File: src/rtl/key_pkg.sv
// Shared PS/2 scan-code constants and parser state encoding for the key scheduler.
package key_pkg;

    localparam logic [7:0] SC_BREAK = 8'hF0;
    localparam logic [7:0] SC_EXT   = 8'hE0;
    localparam logic [7:0] SC_W     = 8'h1D;
    localparam logic [7:0] SC_A     = 8'h1C;
    localparam logic [7:0] SC_S     = 8'h1B;
    localparam logic [7:0] SC_D     = 8'h23;
    localparam logic [7:0] SC_P     = 8'h4D;
    localparam logic [7:0] SC_NULL  = 8'h00;

    typedef enum logic [1:0] {
        ST_IDLE,
        ST_BRK,
        ST_EXT,
        ST_EXT_BRK
    } parse_state_t;

    // One-hot held-bit mask for a movement key {D,S,A,W}; zero for any other code.
    function automatic logic [3:0] move_mask(input logic [7:0] code);
        case (code)
            SC_W:    move_mask = 4'b0001;
            SC_A:    move_mask = 4'b0010;
            SC_S:    move_mask = 4'b0100;
            SC_D:    move_mask = 4'b1000;
            default: move_mask = 4'b0000;
        endcase
    endfunction

endpackage

File: src/rtl/key_fifo.sv
// Small power-of-two FIFO of 8-bit key codes with synchronous flush.
module key_fifo #(
    parameter int unsigned DEPTH = 4
) (
    input  logic       clk,
    input  logic       reset_n,
    input  logic       push,
    input  logic       pop,
    input  logic       flush,
    input  logic [7:0] din,
    output logic [7:0] dout,
    output logic       full,
    output logic       empty
);

    localparam int unsigned PW = (DEPTH > 1) ? $clog2(DEPTH) : 1;
    localparam int unsigned CW = $clog2(DEPTH + 1);

    logic [7:0]    mem [DEPTH];
    logic [PW-1:0] wr_ptr;
    logic [PW-1:0] rd_ptr;
    logic [CW-1:0] count;
    logic          wr_en;
    logic          rd_en;

    assign full  = (count == CW'(DEPTH));
    assign empty = (count == '0);
    assign wr_en = push & ~full & ~flush;
    assign rd_en = pop & ~empty & ~flush;
    assign dout  = mem[rd_ptr];

    // Pointer and occupancy bookkeeping; pointers wrap naturally at the power-of-two depth.
    always_ff @(posedge clk or negedge reset_n) begin
        if (!reset_n) begin
            wr_ptr <= '0;
            rd_ptr <= '0;
            count  <= '0;
        end else if (flush) begin
            wr_ptr <= '0;
            rd_ptr <= '0;
            count  <= '0;
        end else begin
            if (wr_en) wr_ptr <= wr_ptr + PW'(1);
            if (rd_en) rd_ptr <= rd_ptr + PW'(1);
            case ({wr_en, rd_en})
                2'b10:   count <= count + CW'(1);
                2'b01:   count <= count - CW'(1);
                default: count <= count;
            endcase
        end
    end

    // Storage array write port.
    always_ff @(posedge clk) begin
        if (wr_en) mem[wr_ptr] <= din;
    end

endmodule

File: src/rtl/key_cmd_sched.sv
// PS/2 key parser that queues movement-key makes and releases one per frame refresh.
module key_cmd_sched
    import key_pkg::*;
#(
    parameter int unsigned FIFO_DEPTH = 4
) (
    input  logic       clk,
    input  logic       reset_n,
    input  logic [7:0] scan_code,
    input  logic       scan_done_tick,
    input  logic       refr_tick,
    output logic [7:0] key_code,
    output logic       cmd_valid,
    output logic       paused,
    output logic       drop_tick
);

    parse_state_t state, state_next;
    logic [3:0]   held_mv, held_mv_next;
    logic         held_p, held_p_next;
    logic         make_evt, brk_evt;
    logic [3:0]   mv;
    logic         is_p;
    logic         push_req, toggle, pop_req;
    logic [7:0]   fifo_dout;
    logic         fifo_full, fifo_empty;

    assign mv   = move_mask(scan_code);
    assign is_p = (scan_code == SC_P);

    // Parser next state, held-bit updates and queue control decisions.
    always_comb begin
        state_next   = state;
        make_evt     = 1'b0;
        brk_evt      = 1'b0;
        if (scan_done_tick) begin
            case (state)
                ST_IDLE: begin
                    if (scan_code == SC_BREAK)     state_next = ST_BRK;
                    else if (scan_code == SC_EXT)  state_next = ST_EXT;
                    else                           make_evt   = 1'b1;
                end
                ST_BRK: begin
                    brk_evt    = 1'b1;
                    state_next = ST_IDLE;
                end
                ST_EXT: begin
                    state_next = (scan_code == SC_BREAK) ? ST_EXT_BRK : ST_IDLE;
                end
                ST_EXT_BRK: state_next = ST_IDLE;
                default:    state_next = ST_IDLE;
            endcase
        end

        held_mv_next = held_mv;
        held_p_next  = held_p;
        if (make_evt) begin
            held_mv_next = held_mv | mv;
            if (is_p) held_p_next = 1'b1;
        end else if (brk_evt) begin
            held_mv_next = held_mv & ~mv;
            if (is_p) held_p_next = 1'b0;
        end

        push_req = make_evt && ((mv & ~held_mv) != 4'b0000) && !paused;
        toggle   = make_evt && is_p && !held_p;
        // Pop looks at pre-cycle occupancy; a pause toggle on the same cycle wins.
        pop_req  = refr_tick && !toggle && !paused && !fifo_empty;
    end

    // Parser state, held bits, pause flag and drop pulse registers.
    always_ff @(posedge clk or negedge reset_n) begin
        if (!reset_n) begin
            state     <= ST_IDLE;
            held_mv   <= '0;
            held_p    <= 1'b0;
            paused    <= 1'b0;
            drop_tick <= 1'b0;
        end else begin
            state     <= state_next;
            held_mv   <= held_mv_next;
            held_p    <= held_p_next;
            paused    <= paused ^ toggle;
            drop_tick <= push_req & fifo_full;
        end
    end

    // Per-frame command register: loaded from the queue head or cleared on each refresh.
    always_ff @(posedge clk or negedge reset_n) begin
        if (!reset_n) begin
            key_code  <= SC_NULL;
            cmd_valid <= 1'b0;
        end else if (refr_tick) begin
            if (pop_req) begin
                key_code  <= fifo_dout;
                cmd_valid <= 1'b1;
            end else begin
                key_code  <= SC_NULL;
                cmd_valid <= 1'b0;
            end
        end
    end

    key_fifo #(
        .DEPTH(FIFO_DEPTH)
    ) u_fifo (
        .clk     (clk),
        .reset_n (reset_n),
        .push    (push_req),
        .pop     (pop_req),
        .flush   (toggle),
        .din     (scan_code),
        .dout    (fifo_dout),
        .full    (fifo_full),
        .empty   (fifo_empty)
    );

endmodule

File: config.mk
export PLATFORM = sky130hd
export DESIGN_NAME = key_cmd_sched
export DESIGN_NICKNAME = d
export VERILOG_FILES = /design/src/rtl/key_pkg.sv /design/src/rtl/key_fifo.sv /design/src/rtl/key_cmd_sched.sv
export SDC_FILE = /design/constraint.sdc
export NUM_CORES = 1
export LEC_CHECK = 0
export CAP_MARGIN = 20
export CORE_AREA = 2 2 73 75
export DETAILED_ROUTE_END_ITERATION = 12
export DIE_AREA = 0 0 75 77
export PLACE_DENSITY_LB_ADDON = 0.08
export SKIP_LAST_GASP = 1
export SLEW_MARGIN = 20
export SYNTH_ARGS = -nofsm -noshare
export SYNTH_HDL_FRONTEND = slang
export SYNTH_SLANG_ARGS = --single-unit
File: constraint.sdc
create_clock -name clk -period 3.17 [get_ports clk]
set_input_delay 0.634 -clock clk [delete_from_list [all_inputs] [get_ports clk]]
set_output_delay 0.634 -clock clk [all_outputs]
set_load 0.05 [all_outputs]
==> impl_results.md, run 1 <==
* Hold WC Path Type: flip-flop to flip-flop
* RSZ-0062 raised after global routing: false
* Slew margin rel. at 58.2%
* Tot GR Track Use at 19.4%
* Clk_lat worst skew at 0.33 ns
* Core ar. at 4980 sq um
* Worst vdd ir at 0.000494 V
* Vias at 1623
* GPL Wtd Cong at 0.844
* Leakage at 0.00123 uW
* Most frequent cells after synthesis: edfxtp_1, dfrtp_1, nor2_1
* Measured slew at the worst slew-check pin at 0.627 ns
* Nets at 240
* I/O Pins at 23
* Proportion of netlist area held by the largest area contributor at 38.7%
* Setup TNS at 0 ns
* Antenna violations before repair at 0
* FF-to-FF path depth at 10
* Chip Height at between 70 and 80 um
* Clock-pin slew on the worst setup and hold paths at 0.07 ns
* CP required at approximately 3.4 ns
* Outcome: finished clean
* Worst Clk Skew at approximately 0.013 ns
* Post-layout util at 64.5%
* Worst hold stages at 1
* IO buf count at 22
* Achievable Freq at ~340 MHz
* Initial Util at 49.9%
* Worst hold slack at 0.494 ns
* Number of synthesized flops with an enable pin at 32
* Avg Synthesized Cell Area at 14.6 sq um
* # diodes at 0
* Fin. Hold Viols at 0
* Distinct cells, synth at 43
* CTS Buf Count at 9
* First-pass GRT wire length at roughly 8000 um
* Mapped cell area at 2490 sq um
* CP Launch Type: input port
* PwrDens at 754 nW/um^2
* Clock Root Buffer: clkbuf_8
* Total grt overflow at 0
* Period utilisation layout at 93.7%
* Residual DRC at 0
* Tmin final at 2.97 ns
* Number of global-route vias before repair at 1551
* Clock sinks at 57
* Layout cell share with drive strength beyond 1 at 25.0%
* Setup slack after layout at 0.198 ns
* Top-count cell post-synth: edfxtp_1
* Place WS at -0.116 ns
* DRT iter0 DRCs at around 110
* Kind of critical path: input port to flip-flop
* Sequential area share after synthesis at 63.8%
* Crit Path Max Fanout at 8
* Cell count after synthesis at 170
* Routed WL per cell at 16.7 um
* Crit end category: flip-flop
* DP HPWL at 3570 um
* Row cnt at 26
* Worst-case clock buffer depth at 2
* Hold_buf cts at 0
* Drt via density at approximately 5.4
* Power Total at 2420 uW
* Syn nets at 187
* Final wirelength at 4990 um
* #FFs+latches synth at 57
* Synth async-reset ratio at 43.9%
* Ranking of synthesized cells by area: edfxtp_1, dfrtp_1, mux4_2
* Crit path DAT at 3.23 ns
* Syn-to-layout area delta at 29.1%
* Pre-Repair DR Iteration Count at 4
* Main flop type after synthesis: edfxtp_1
* Ys Warns at 0
* Total number of H-tree levels at 3
* Die Wd at 75 um
* Slew Viols, Final at 0
* Max Cap Viol at 0
* CTS resizes at 0
* # Post-CTS Setup Buffers at 0
* Die ar. at 5780 sq um
* TritonCTS clock tree: yes
* Setup Viol. Count Final at 0
* Largest net degree at the start of global routing at 26
* Antenna Nets Post-Route at 0
* Dominant cell type by area after synthesis: edfxtp_1
-- layer usage --
layer	global-route usage, %	part of all wire [%]
met5	0	0
met1	27.2	47
met4	8.04	1.4
met2	27.5	47
met3	6.31	4.2
-- report_power, final --
group | internal [uW] | leakage [uW] | switching [uW] | total (uW)
sequential | 885 | 0.000605 | 132 | 1020
clock | 382 | 0.0000953 | 289 | 671
combinational | 345 | 0.000532 | 389 | 734
-- layout by cell type (no fill, tap or decap), types with 2 or more instances in the layout --
master / instances
mux4_2: 8
buf_4: 22
o31ai_1: 2
dfrtp_1: 25
and3_1: 2
mux2_2: 5
ha_1: 4
clkdlybuf4s50_1: 22
nor4b_1: 3
nand3_1: 4
buf_12: 4
xnor2_1: 4
edfxtp_1: 32
o21ai_0: 8
clkinvlp_4: 2
inv_1: 5
nor2_1: 10
a32o_1: 8
nand2_1: 8
nor3_1: 5
clkinv_2: 2
nand3b_1: 2
nand2b_1: 4
and2_1: 5
clkbuf_8: 10
-- cell families after synthesis --
kind of cell / count (synthesis) / synth area share [%]
AND/OR/NAND/NOR: 54 / 12.9
XOR/XNOR: 5 / 1.76
AO/OA/AOI/OAI: 24 / 7.00
multiplexers: 14 / 9.91
adder cells (fa/ha/maj): 5 / 2.82
flip-flops: 57 / 63.8
buffers and inverters: 11 / 1.76
-- sequential cells by signal (all words and copies together) (netlist names), named ones only --
register,count
u_fifo.wr_ptr,2
paused,1
u_fifo.mem,32
u_fifo.count,3
held_p,1
cmd_valid,1
state,2
u_fifo.rd_ptr,2
drop_tick,1
key_code,8
-- worst max-delay path, cell delays in order --
cell and delay [ns]:
clkdlybuf4s50_1 0.62, or4b_4 0.51, nor4_2 0.16, a21oi_1 0.09, nor2_1 0.16, nor2_1 0.07
fa_1 0.37, nor3_1 0.17, o21ai_0 0.10, o21ai_0 0.10, mux2i_1 0.23
-- area by class of cell --
| cell class | count | area (sq um) |
|---|---|---|
| Clock inverter | 5 | 55.1 |
| Tap cell | 70 | 87.6 |
| Inverter | 5 | 18.8 |
| Multi-Input combinational cell | 102 | 856 |
| Sequential cell | 57 | 1590 |
| Timing Repair Buffer | 48 | 465 |
| Clock buffer | 11 | 141 |
| Fill cell | 374 | 1770 |
-- worst paths after layout --
path	from	endpoint	slack (ns)
setup reg to reg	state[0]	u_fifo.count[2]	0.72
max in group asynchronous	reset_n	key_code[0]	2.24
min in group asynchronous	reset_n	u_fifo.count[2]	0.67
hold / removal	key_code[0]	key_code[0]	0.49
hold reg to reg	key_code[0]	key_code[0]	0.49
setup / recovery	scan_code[5]	u_fifo.count[2]	0.20
-- stage by stage --
stage | cell area, sq um | std cells
2_1_floorplan | 2490 | 170
3_3_place_gp | 3010 | 282
3_5_place_dp | 3010 | 282
4_1_cts | 3210 | 298
5_1_grt | 3210 | 298
6_report | 3210 | 298
No activity file was read; power rests on OpenSTA's default activity.
==> run 2, diff against run 1 <==
==> constraint.sdc (replaced) <==
create_clock -name clk -period 3.17 [get_ports clk]
set_input_delay 0.317 -clock clk [delete_from_list [all_inputs] [get_ports clk]]
set_output_delay 0.317 -clock clk [all_outputs]
set_load 0.05 [all_outputs]
==> impl_results.md, run 2 (synthesized netlist as in run 1, its figures left out) <==
* Most common cell after layout, fill and taps aside: edfxtp_1
* CP Launch Type: input port
* Worst R2R Start: state[0]
* Tot GR Track Use at a little under a fifth
* Syn-to-layout area delta at 20.2%
* Largest net degree at the start of global routing at 26
* Drt via density at 5.43
* IO buf count at 22
* Most frequent cells in the layout: edfxtp_1, dfrtp_1, clkdlybuf4s50_1
* Biggest register: u_fifo.mem
* Leakage at between 0.001 and 0.0015 uW
* Row cnt at 26
* Pre-Repair DR Iteration Count at 4
* FF-to-FF path depth at 10
* Kind of critical path: input port to flip-flop
* GPL Wtd Cong at 0.793
* Crit end category: flip-flop
* Max Cap Viol at 0
* PwrDens at just under 800 nW/um^2
* Fin. Hold Viols at 0
* DP HPWL at 3330 um
* Final wirelength at 4650 um
* Storage cell area at 1590 sq um
* Clock-pin slew on the worst setup and hold paths at 0.06 ns
* Clock sinks at 57
* Layout cell share with drive strength beyond 1 at 17.2%
* Worst-case clock buffer depth at 2
* Power share of the clock group at 25.0%
* CP required at roughly 3.4 ns
* Die Wd at 75 um
* Flop-to-flop setup slack at just over 0.7 ns
* Slew Viols, Final at 0
* TritonCTS clock tree: yes
* Core ar. at 4980 sq um
* Largest regs: u_fifo.mem x32, key_code x8, u_fifo.count x3
* DRT iter0 DRCs at 108
* Nets at 221
* Achievable Freq at 371 MHz
* Place WS at 0.151 ns
* RSZ-0062 raised after global routing: false
* Final cell count without fillers at between 200 and 300
* Area after DPL at 2820 sq um
* Residual DRC at 0
* CTS resizes at 0
* Clk_lat worst skew at 0.34 ns
* Initial Util at 49.9%
* Comb pwr share at 30.9%
* Number of global-route vias before repair at 1525
* Tmin final at 2.69 ns
* Die ar. at 5780 sq um
* CTS Buf Count at 9
* Fillers at 394
* Chip Height at 77 um
* Post-layout util at approximately three fifths
* Hold WC Path Type: input port to asynchronous set/reset pin
* Cell internal pwr at 1520 uW
* Routed WL per cell at 16.7 um
* Setup slack after layout at 0.476 ns
* Multi-input gate area at 856 sq um
* Setup Viol. Count Final at 0
* Max reg flops at 32
* Setup TNS at 0 ns
* Flop pwr share at about 44%
* Worst r2r dst: u_fifo.count[2]
* Crit Path Max Fanout at 8
* Antenna violations before repair at 0
* Outcome: finished clean
* Final instance area at 2990 sq um
* First-pass GRT wire length at 7810 um
* Antenna Nets Post-Route at 0
* Placed Instances at 263
* Worst vdd ir at 0.000416 V
* Total grt overflow at 0
* Worst Clk Skew at 0.00787 ns
* # Post-CTS Setup Buffers at 0
* Total number of H-tree levels at 3
* I/O Pins at 23
* Hold_buf cts at 0
* Net Sw Power at 791 uW
* Slew margin rel. at between 50% and 60%
* # diodes at 0
* Period utilisation layout at 85.0%
* Clock Root Buffer: clkbuf_8
* Crit path DAT at 2.91 ns
* Vias at 1515
* Measured slew at the worst slew-check pin at 0.706 ns
* Sw Ratio at 34.3%
==> run 2: changes by cell type in the layout (fill, tap and decap cells not counted) <==
cell        previous run  this run
buf_12                 4         0
buf_4                 22         7
bufinv_16              1         0
clkbuf_1               1         3
clkinvlp_4             2         1
==> run 2: stage by stage <==
step / power [uW] / hold WS [ns]
finish: 2310 / 0.348
detailed placement: 1750 / 0.483
CTS: 2330 / 0.346
global route: 2440 / 0.372
global placement: 1730 / 0.474
floorplan: 1510 / 0.0214
==> run 2: cell type report <==
type | instances | area share (%)
clock buffer | 13 | 4.98
clock inverter | 3 | 0.586
inverter | 5 | 0.628
multi-input combinational | 102 | 28.6
sequential | 57 | 53.1
tap | 70 | 2.93
timing repair buffer | 29 | 9.13
==> run 2: layer usage <==
metal	GRT usage [%]	wire (um)
met1	27.4	2120
met2	26.5	2200
met3	6.31	286
met4	6.96	48
met5	0	0
==> run 2: how the worst max path moves through the flow <==
| stage | startpoint | slack (ns) | cells past startpoint | endpoint |
|---|---|---|---|---|
| global route | scan_code[7] | 0.21 | 11 | u_fifo.count[2] |
| detailed placement | scan_code[7] | 0.15 | 10 | u_fifo.count[1] |
| floorplan | paused | 0.64 | 9 | u_fifo.count[1] |
| finish | scan_code[7] | 0.48 | 10 | u_fifo.count[1] |
| global placement | scan_code[7] | 0.21 | 10 | u_fifo.count[1] |
| CTS | scan_code[5] | 0.48 | 11 | u_fifo.count[2] |
==> run 2: worst max-delay path: stages <==
cell	delay [ns]
clkdlybuf4s50_1	0.62
or4bb_1	0.57
o21a_1	0.27
nand3b_1	0.14
nor2_1	0.07
nor2_1	0.12
fa_1	0.43
and3_1	0.15
o21ai_0	0.15
nand3_1	0.08
==> run 2: power groups by stage <==
stage | registers [uW] | clock network (uW) | logic, uW
final | 1020 | 576 | 713
after global routing | 1040 | 626 | 773
after CTS | 1020 | 587 | 717
after detailed placement | 1040 | 0 | 714
after global placement | 1030 | 0 | 702
after floorplan | 1160 | 0 | 358
==> run 3, diff against run 2 <==
==> constraint.sdc (replaced) <==
create_clock -name clk -period 2.4 [get_ports clk]
set_input_delay 0.24 -clock clk [delete_from_list [all_inputs] [get_ports clk]]
set_output_delay 0.24 -clock clk [all_outputs]
set_load 0.05 [all_outputs]
==> impl_results.md, run 3 (synthesized netlist as in run 1, its figures left out) <==
* Row cnt at 26
* Crit path DAT at 2.46 ns
* Nets at 244
* Vias at 1652
* Layout cell share with drive strength beyond 1 at 32.8%
* Initial Util at 49.9%
* Hold_buf cts at 0
* Final wirelength at ~5200 um
* Placed Instances at 283
* Drt via density at 5.47
* Clk_lat worst skew at approximately 0.34 ns
* Setup Viol. Count Final at 0
* Achievable Freq at 444 MHz
* Clock-pin slew on the worst setup and hold paths at 0.07 ns
* Max incr delay on CP at 0.55 ns
* CTS Buf Count at 9
* Routed WL per cell at 17.2 um
* Antenna violations before repair at 0
* Area after DPL at 2980 sq um
* IO buf count at 22
* GPL Wtd Cong at about 0.86
* Delay-heaviest family, CP: simple AND/OR/NAND/NOR gates
* Chip Height at approximately 77 um
* Slew Viols, Final at 0
* Most frequent cells in the layout: edfxtp_1, buf_4, dfrtp_1
* Leakage at approximately 0.0013 uW
* I/O Pins at 23
* Syn-to-layout area delta at 29.8%
* Clock sinks at between 50 and 60
* Die Wd at 75 um
* TritonCTS clock tree: yes
* Antenna Nets Post-Route at 0
* # diodes at 0
* Hold WC Path Type: input port to flip-flop
* Kind of critical path: input port to flip-flop
* Worst Clk Skew at 0.00710 ns
* Final instance area at 3230 sq um
* Measured slew at the worst slew-check pin at about 0.60 ns
* CP Cell Sequence: dlygate4sd2_1, or3b_2, o21a_1, nand3b_1, nor2_2, nor2_1, fa_2, and3_1, o21ai_1, nand3_1
* Buf/Inv on CP at 1
* Worst vdd ir at 0.000713 V
* Most common cell after layout, fill and taps aside: edfxtp_1
* Highest-delay cell along the critical path: or3b_2
* Residual DRC at 0
* Max Cap Viol at 0
* Die ar. at 5780 sq um
* Max reg flops at 32
* Total number of H-tree levels at 3
* Tot GR Track Use at 20.6%
* Crit Path Max Fanout at 4
* Final cell count without fillers at ~300
* Biggest register: u_fifo.mem
* Place WS at -0.562 ns
* Largest net degree at the start of global routing at 16
* Outcome: finished clean
* Tmin final at roughly 2.3 ns
* Largest regs: u_fifo.mem x32, key_code x8, u_fifo.count x3
* CP Launch Type: input port
* Worst-case clock buffer depth at 2
* Pre-Repair DR Iteration Count at 4
* DRT iter0 DRCs at 111
* PwrDens at 998 nW/um^2
* Slew margin rel. at 60.0%
* Period utilisation layout at 93.8%
* RSZ-0062 raised after global routing: false
* Clock Root Buffer: clkbuf_8
* Setup TNS at 0 ns
* Number of global-route vias before repair at 1694
* DP HPWL at 3710 um
* Total grt overflow at 0
* Core ar. at 4980 sq um
* First-pass GRT wire length at approximately 8600 um
* Crit end category: flip-flop
* Fin. Hold Viols at 0
* CP required at 2.61 ns
* Setup slack after layout at 0.149 ns
[run 3: cell types whose count changed in the layout (fill, tap and decap cells not counted), sizes merged]
cell           previous run  this run
clkdlybuf4s15             0         1
dlygate4sd2               0         2
buf                       7        30
bufinv                    0         1
clkinv                    2         3
dlymetal6s2s              0         1
clkinvlp                  1         2
clkdlybuf4s50            22        15
[run 3: layer usage]
| layer | vias up | part of all wire (%) | global-route usage, % |
|---|---|---|---|
| met3 | 12 | 3.6 | 6.04 |
| met4 | 0 | 2.0 | 8.75 |
| met1 | 836 | 44 | 27.8 |
| met5 | - | 0 | 0 |
| met2 | 36 | 50 | 30.7 |
| li1 | 768 | - | - |
[run 3: power breakdown]
group,switching (uW),internal [uW]
Clock,380,471
Combinational,544,478
Sequential,176,1170
[run 3: area by class of cell]
class | count | area (sq um)
clock buffers | 10 | 128
clock inverters | 6 | 58.8
fillers | 377 | 1750
inverters | 5 | 18.8
multi-input cells | 102 | 916
flip-flops and latches | 57 | 1590
well taps | 70 | 87.6
repair buffers | 52 | 430
[run 3: path summary, 6_finish.rpt]
| kind | startpoint | slack (ns) | end | depth (start not counted) |
|---|---|---|---|---|
| min in group asynchronous | reset_n | 0.28 | key_code[7] | 1 |
| setup / recovery | scan_code[2] | 0.15 | u_fifo.count[1] | 10 |
| hold / removal | scan_code[3] | 0.20 | u_fifo.mem[0][3] | 1 |
| max in group asynchronous | reset_n | 1.50 | paused | 2 |
| setup reg to reg | state[1] | 0.15 | u_fifo.count[2] | 11 |
| hold reg to reg | key_code[0] | 0.49 | key_code[0] | 1 |
[run 3: timing repair]
item                                    4_1_cts  5_1_grt
endpoints found under the setup margin        2        2
pin swaps                                     0        8
gates resized for setup                      12       17
buffers inserted                              1        2
[run 3: through the flow]
stage	utilization [%]	total power, uW	hold WS (ns)
2_1_floorplan	-	2000	-0.0556
3_3_place_gp	59.8	2320	0.474
3_5_place_dp	59.8	2360	0.484
4_1_cts	64.1	3230	0.280
5_1_grt	64.8	3390	0.201
6_report	64.8	3220	0.201
